`config.mk`:
```
export PLATFORM = sky130hd
export DESIGN_NAME = aes_serial_feeder
export DESIGN_NICKNAME = d
export VERILOG_FILES = /design/src/rtl/aes_serial_feeder.sv
export SDC_FILE = /design/constraint.sdc
export NUM_CORES = 1
export LEC_CHECK = 0
export ABC_AREA = 1
export CAP_MARGIN = 20
export CORE_MARGIN = 10
export CORE_UTILIZATION = 50
export DETAILED_ROUTE_END_ITERATION = 10
export DONT_BUFFER_PORTS = 1
export PLACE_DENSITY = 0.74
export SYNTH_ARGS = -nofsm -noshare
export SYNTH_HDL_FRONTEND = slang
export SYNTH_SLANG_ARGS = --single-unit
```
`constraint.sdc`:
```
create_clock -name io_clk -period 6.7 [get_ports io_clk]
set_input_delay 1.34 -clock io_clk [delete_from_list [all_inputs] [get_ports io_clk]]
set_output_delay 1.34 -clock io_clk [all_outputs]
set_load 0.05 [all_outputs]
```
`src/rtl/aes_serial_feeder.sv`:
```
// Serial feeder for the bit-serial AES core: accepts one block/key/direction, streams both MSB first.
// Optional watchdog on the done wait is enabled by defining AES_FEED_WDOG_EN.
module aes_serial_feeder #(
  parameter int DATA_W      = 128,
  parameter int KEY_W       = 128,
  parameter int WDOG_CYCLES = 4096
) (
  input  logic              io_clk,
  input  logic              io_reset,
  input  logic              s_valid,
  output logic              s_ready,
  input  logic [DATA_W-1:0] s_data,
  input  logic [KEY_W-1:0]  s_key,
  input  logic              s_decrypt,
  output logic              io_dataIn_bit,
  output logic              io_key_bit,
  output logic              io_start,
  output logic              io_decrypt,
  input  logic              io_done,
  output logic              feeder_busy
`ifdef AES_FEED_WDOG_EN
  ,
  output logic              wdog_err
`endif
);

  localparam int N     = (DATA_W > KEY_W) ? DATA_W : KEY_W;
  localparam int CNT_W = (N > 1) ? $clog2(N) : 1;
  localparam logic [CNT_W-1:0] CNT_LAST = CNT_W'(N - 1);

  typedef enum logic [1:0] {
    IDLE      = 2'd0,
    SHIFT     = 2'd1,
    WAIT_DONE = 2'd2
  } state_t;

  state_t            state;
  logic [CNT_W-1:0]  bit_cnt;
  logic [DATA_W-1:0] data_sr;
  logic [KEY_W-1:0]  key_sr;

  if (WDOG_CYCLES < 2) begin : g_wdog_param_check
    $error("WDOG_CYCLES must be at least 2");
  end

`ifdef AES_FEED_WDOG_EN
  localparam int WD_W = $clog2(WDOG_CYCLES);
  localparam logic [WD_W-1:0] WD_LAST = WD_W'(WDOG_CYCLES - 1);
  logic [WD_W-1:0] wd_cnt;
`endif

  // NOTE: state is updated with non-blocking assignments only, so every reader in this
  // clock domain sees the pre-edge value regardless of block ordering.
  always_ff @(posedge io_clk) begin
    if (io_reset) begin
      state      <= IDLE;
      bit_cnt    <= '0;
      io_start   <= 1'b0;
      io_decrypt <= 1'b0;
`ifdef AES_FEED_WDOG_EN
      wd_cnt     <= '0;
      wdog_err   <= 1'b0;
`endif
    end else begin
      case (state)
        IDLE: begin
          if (s_valid) begin
            state      <= SHIFT;
            bit_cnt    <= '0;
            io_start   <= 1'b1;
            io_decrypt <= s_decrypt;
`ifdef AES_FEED_WDOG_EN
            wdog_err   <= 1'b0;
`endif
          end
        end
        SHIFT: begin
          io_start <= 1'b0;
          bit_cnt  <= bit_cnt + CNT_W'(1);
          if (bit_cnt == CNT_LAST) begin
            state   <= WAIT_DONE;
            bit_cnt <= '0;
`ifdef AES_FEED_WDOG_EN
            wd_cnt  <= '0;
`endif
          end
        end
        WAIT_DONE: begin
          // A done pulse on the terminal watchdog cycle still counts as completion.
          if (io_done) begin
            state      <= IDLE;
            io_decrypt <= 1'b0;
          end
`ifdef AES_FEED_WDOG_EN
          else if (wd_cnt == WD_LAST) begin
            state      <= IDLE;
            io_decrypt <= 1'b0;
            wdog_err   <= 1'b1;
          end else begin
            wd_cnt <= wd_cnt + WD_W'(1);
          end
`endif
        end
        default: state <= IDLE;
      endcase
    end
  end

  // NOTE: the operand shift registers carry no reset; the serial outputs are gated by
  // state, so stale contents never reach the core before a fresh load.
  always_ff @(posedge io_clk) begin
    if (state == IDLE && s_valid) begin
      data_sr <= s_data;
      key_sr  <= s_key;
    end else if (state == SHIFT) begin
      // Zeros shift in behind the narrower operand, which then drives 0 after its last bit.
      data_sr <= data_sr << 1;
      key_sr  <= key_sr << 1;
    end
  end

  assign s_ready       = (state == IDLE);
  assign feeder_busy   = (state != IDLE);
  assign io_dataIn_bit = (state == SHIFT) & data_sr[DATA_W-1];
  assign io_key_bit    = (state == SHIFT) & key_sr[KEY_W-1];

endmodule

```
==> flow_summary.ini <==
[floorplanning]
start_util = 0.507
rows = 55
die_y_um = 171
io_pins = 267
fp.dieArea_mm2 = 0.0293
core_mm2 = 0.0226
fp.dieW_um = 171

[worst_hold_path]
hp-class = flop to flop
min_from = bit_cnt[1]
whs_path_depth = 2

[placed_design]
port-buffer-count = 0
pre_cts_ws_ps = 2750
gp_congestion = 0.773
dp.final_hpwl_um = 16400

[sta]
tightest_slew_ps = 1070
fin_setup_tns_ps = 0
hold_violations = 0
min_period_ps = 3570
finalCritPeriodShare = 0.533
fmax_ghz = 0.280
slew_headroom = 0.288
drv_slew = 0
grt_setup_unrepaired = no
fin_skew_ps = 24.3
fin_ws_ps = 3130
setup_viol = 0

[critical_path]
critical_path_peak_fanout = 6
rr_worst_depth = 6
r2r_start = state[1]
required_ps = 5360
ff2ff_setup_slack_ps = 3230
critPathSlowestCell = nor2_1
path_cells = inv_1, nor2_1, inv_1, nor2_1
slowest_delay_ps = 710
critical_path_class = flop to primary output
cp-end-kind = primary output
cp-startpoint = state[0]
worstPathArrival_ps = 2230
startpoint_type = flop

[outcome]
outcome = completed

[clocking]
cts_tree = yes
clock-sinks = 267
cts-buffers-inserted = 28
clock_path_buffers = 3
post-cts-setup-buffers = 0
clk_latency_ps = 540
htree_levels = 1
cts-hold-fix-buffers = 0
root_buffer = clkbuf_16
cts_resized = 0
path_clk_slew_ps = 60

[cells_and_area]
area_growth_pct = 9.21
final_net_count = 1401
drive_gt1_frac = 0.0440
n_fill_cell = 1945
antennaDiodeCount = 0

[power_and_ir_drop]
seqPwrFrac = 0.527
p_int_mw = 3.19
clkPwrFrac = 0.386
swShare = 0.225
combPwrFrac = 0.087
power_mw = 4.12
netSwitchingPower_mw = 0.926
powerDensity_mw_per_mm2 = 330
p_leak_nw = 5.57
max-vdd-ir-drop_mv = 0.252

[yosys]
synth_seq_cells = 267
synth_most_common_cell = nand2_1
syn-num-nets = 1422
syn_avg_cell_area_um2 = 9.86
yosysTopAreaCellShare = 0.672
ys_seq_area_frac = 0.692
synth-edff-count = 256
async_reset_ff_frac = 0
synth_area_mm2 = 0.0114
yosysTopAreaCell = edfxtp_1
synth_common_cells = nand2_1, edfxtp_1, buf_2
synth_cell_types = 22
synthTopCellsByArea = edfxtp_1, nand2_1, dfxtp_1
netlist_instances = 1160
ys_warn_count = 0
synth_ff_type = edfxtp_1

[route]
routed_wl_um = 24900
dr.first_iter.drc_count = 637
first_pass_iters = 6
vias_per_cell = 5.12
drcViolationCount = 0
detail-route-antenna-nets = 0
vias = 7399
drt-wirelength-per-cell_um = 17.2

[global_routing]
grt_pass1_wl_um = 39000
grt.overflow.total = 0
grt_start_max_net_pins = 151
grt.total_usage = 0.165
grt_pass1_vias = 7313
grt_antenna_before_repair = 0

[run]
maxCapViolations = 0
==> registers in the layout (all words and copies together) (netlist names) <==
signal and cells:
state 2, io_start 1, io_decrypt 1, bit_cnt 7
key_sr 128, data_sr 128
==> per-layer routing <==
layer / share of wire / vias to the layer above / global-route usage
met5: 0 / - / 0
met3: 0.13 / 40 / 0.0729
li1: - / 3678 / -
met2: 0.45 / 287 / 0.245
met1: 0.41 / 3394 / 0.219
met4: 0.021 / 0 / 0.0393
==> cell type report <==
class / count / area, µm² / share of cell area
clock buffer: 41 / 801 / 0.0641
clock inverter: 9 / 144 / 0.0115
inverter: 18 / 76.3 / 0.00611
multi-input combinational: 818 / 3150 / 0.252
sequential: 267 / 7910 / 0.633
tap: 285 / 357 / 0.0286
timing repair buffer: 6 / 57.6 / 0.00461
==> critical path: cells and delay by family, from the launching register on <==
kind	cells	cell delay, ps
flops	1	410
simple gates	2	1050
buf+inv	2	230
==> path summary, 6_finish.rpt <==
| kind | to |
|---|---|
| setup / recovery | io_dataIn_bit |
| hold / removal | bit_cnt[1] |
| setup reg to reg | key_sr[73] |
| hold reg to reg | bit_cnt[1] |
==> stage by stage <==
stage | hold WS [ps] | utilization | std cells | instance area (µm²)
after floorplan | 458 | - | 1160 | 11400
after detailed placement | 471 | 0.511 | 1394 | 11500
after global placement | 465 | 0.511 | 1394 | 11500
final | 481 | 0.553 | 1444 | 12500
after CTS | 480 | 0.553 | 1444 | 12500
after global routing | 533 | 0.553 | 1444 | 12500
==> cells in the final DEF, fill, tap and decap left out <==
master | netlist | routed
nand2_1 | 779 | 779
edfxtp_1 | 256 | 256
clkbuf_16 | 0 | 29
inv_1 | 17 | 16
nor2_1 | 11 | 11
dfxtp_1 | 11 | 11
a21oi_1 | 10 | 10
clkbuf_1 | 5 | 9
nand3_1 | 7 | 7
buf_4 | 20 | 5
bufinv_16 | 0 | 4
clkinv_2 | 0 | 4
clkbuf_8 | 0 | 3
o21ai_0 | 2 | 2
nor2_4 | 1 | 1
nand2_8 | 0 | 1
inv_6 | 0 | 1
o21bai_1 | 1 | 1
clkinvlp_4 | 0 | 1
nor3_1 | 1 | 1
xor2_1 | 1 | 1
or2_2 | 1 | 1
nand3b_1 | 1 | 1
nand4_1 | 1 | 1
ha_1 | 1 | 1
clkinv_1 | 0 | 1
buf_12 | 0 | 1
==> power by group through the flow <==
stage	Sequential, mW	Clock (mW)	Combinational [mW]
finish	2.17	1.59	0.357
detailed placement	2.20	0	0.363
global placement	2.20	0	0.350
CTS	2.17	1.63	0.366
global route	2.19	1.69	0.425
floorplan	2.20	0	0.294
==> kinds of logic (layout without fill, tap and decap cells) <==
logic type                 after synthesis  after routing  share of synthesized area
AOI/OAI and AO/OA                       13             13                    0.00591
buffers and inverters                   75             74                     0.0346
xor gates and xnor gates                 1              1                   0.000766
adders and majority gates                1              1                    0.00109
and+or+nand+nor                        803            803                      0.266
DFF                                    267            267                      0.692
Note: power is estimated with default switching activity, not from simulation.
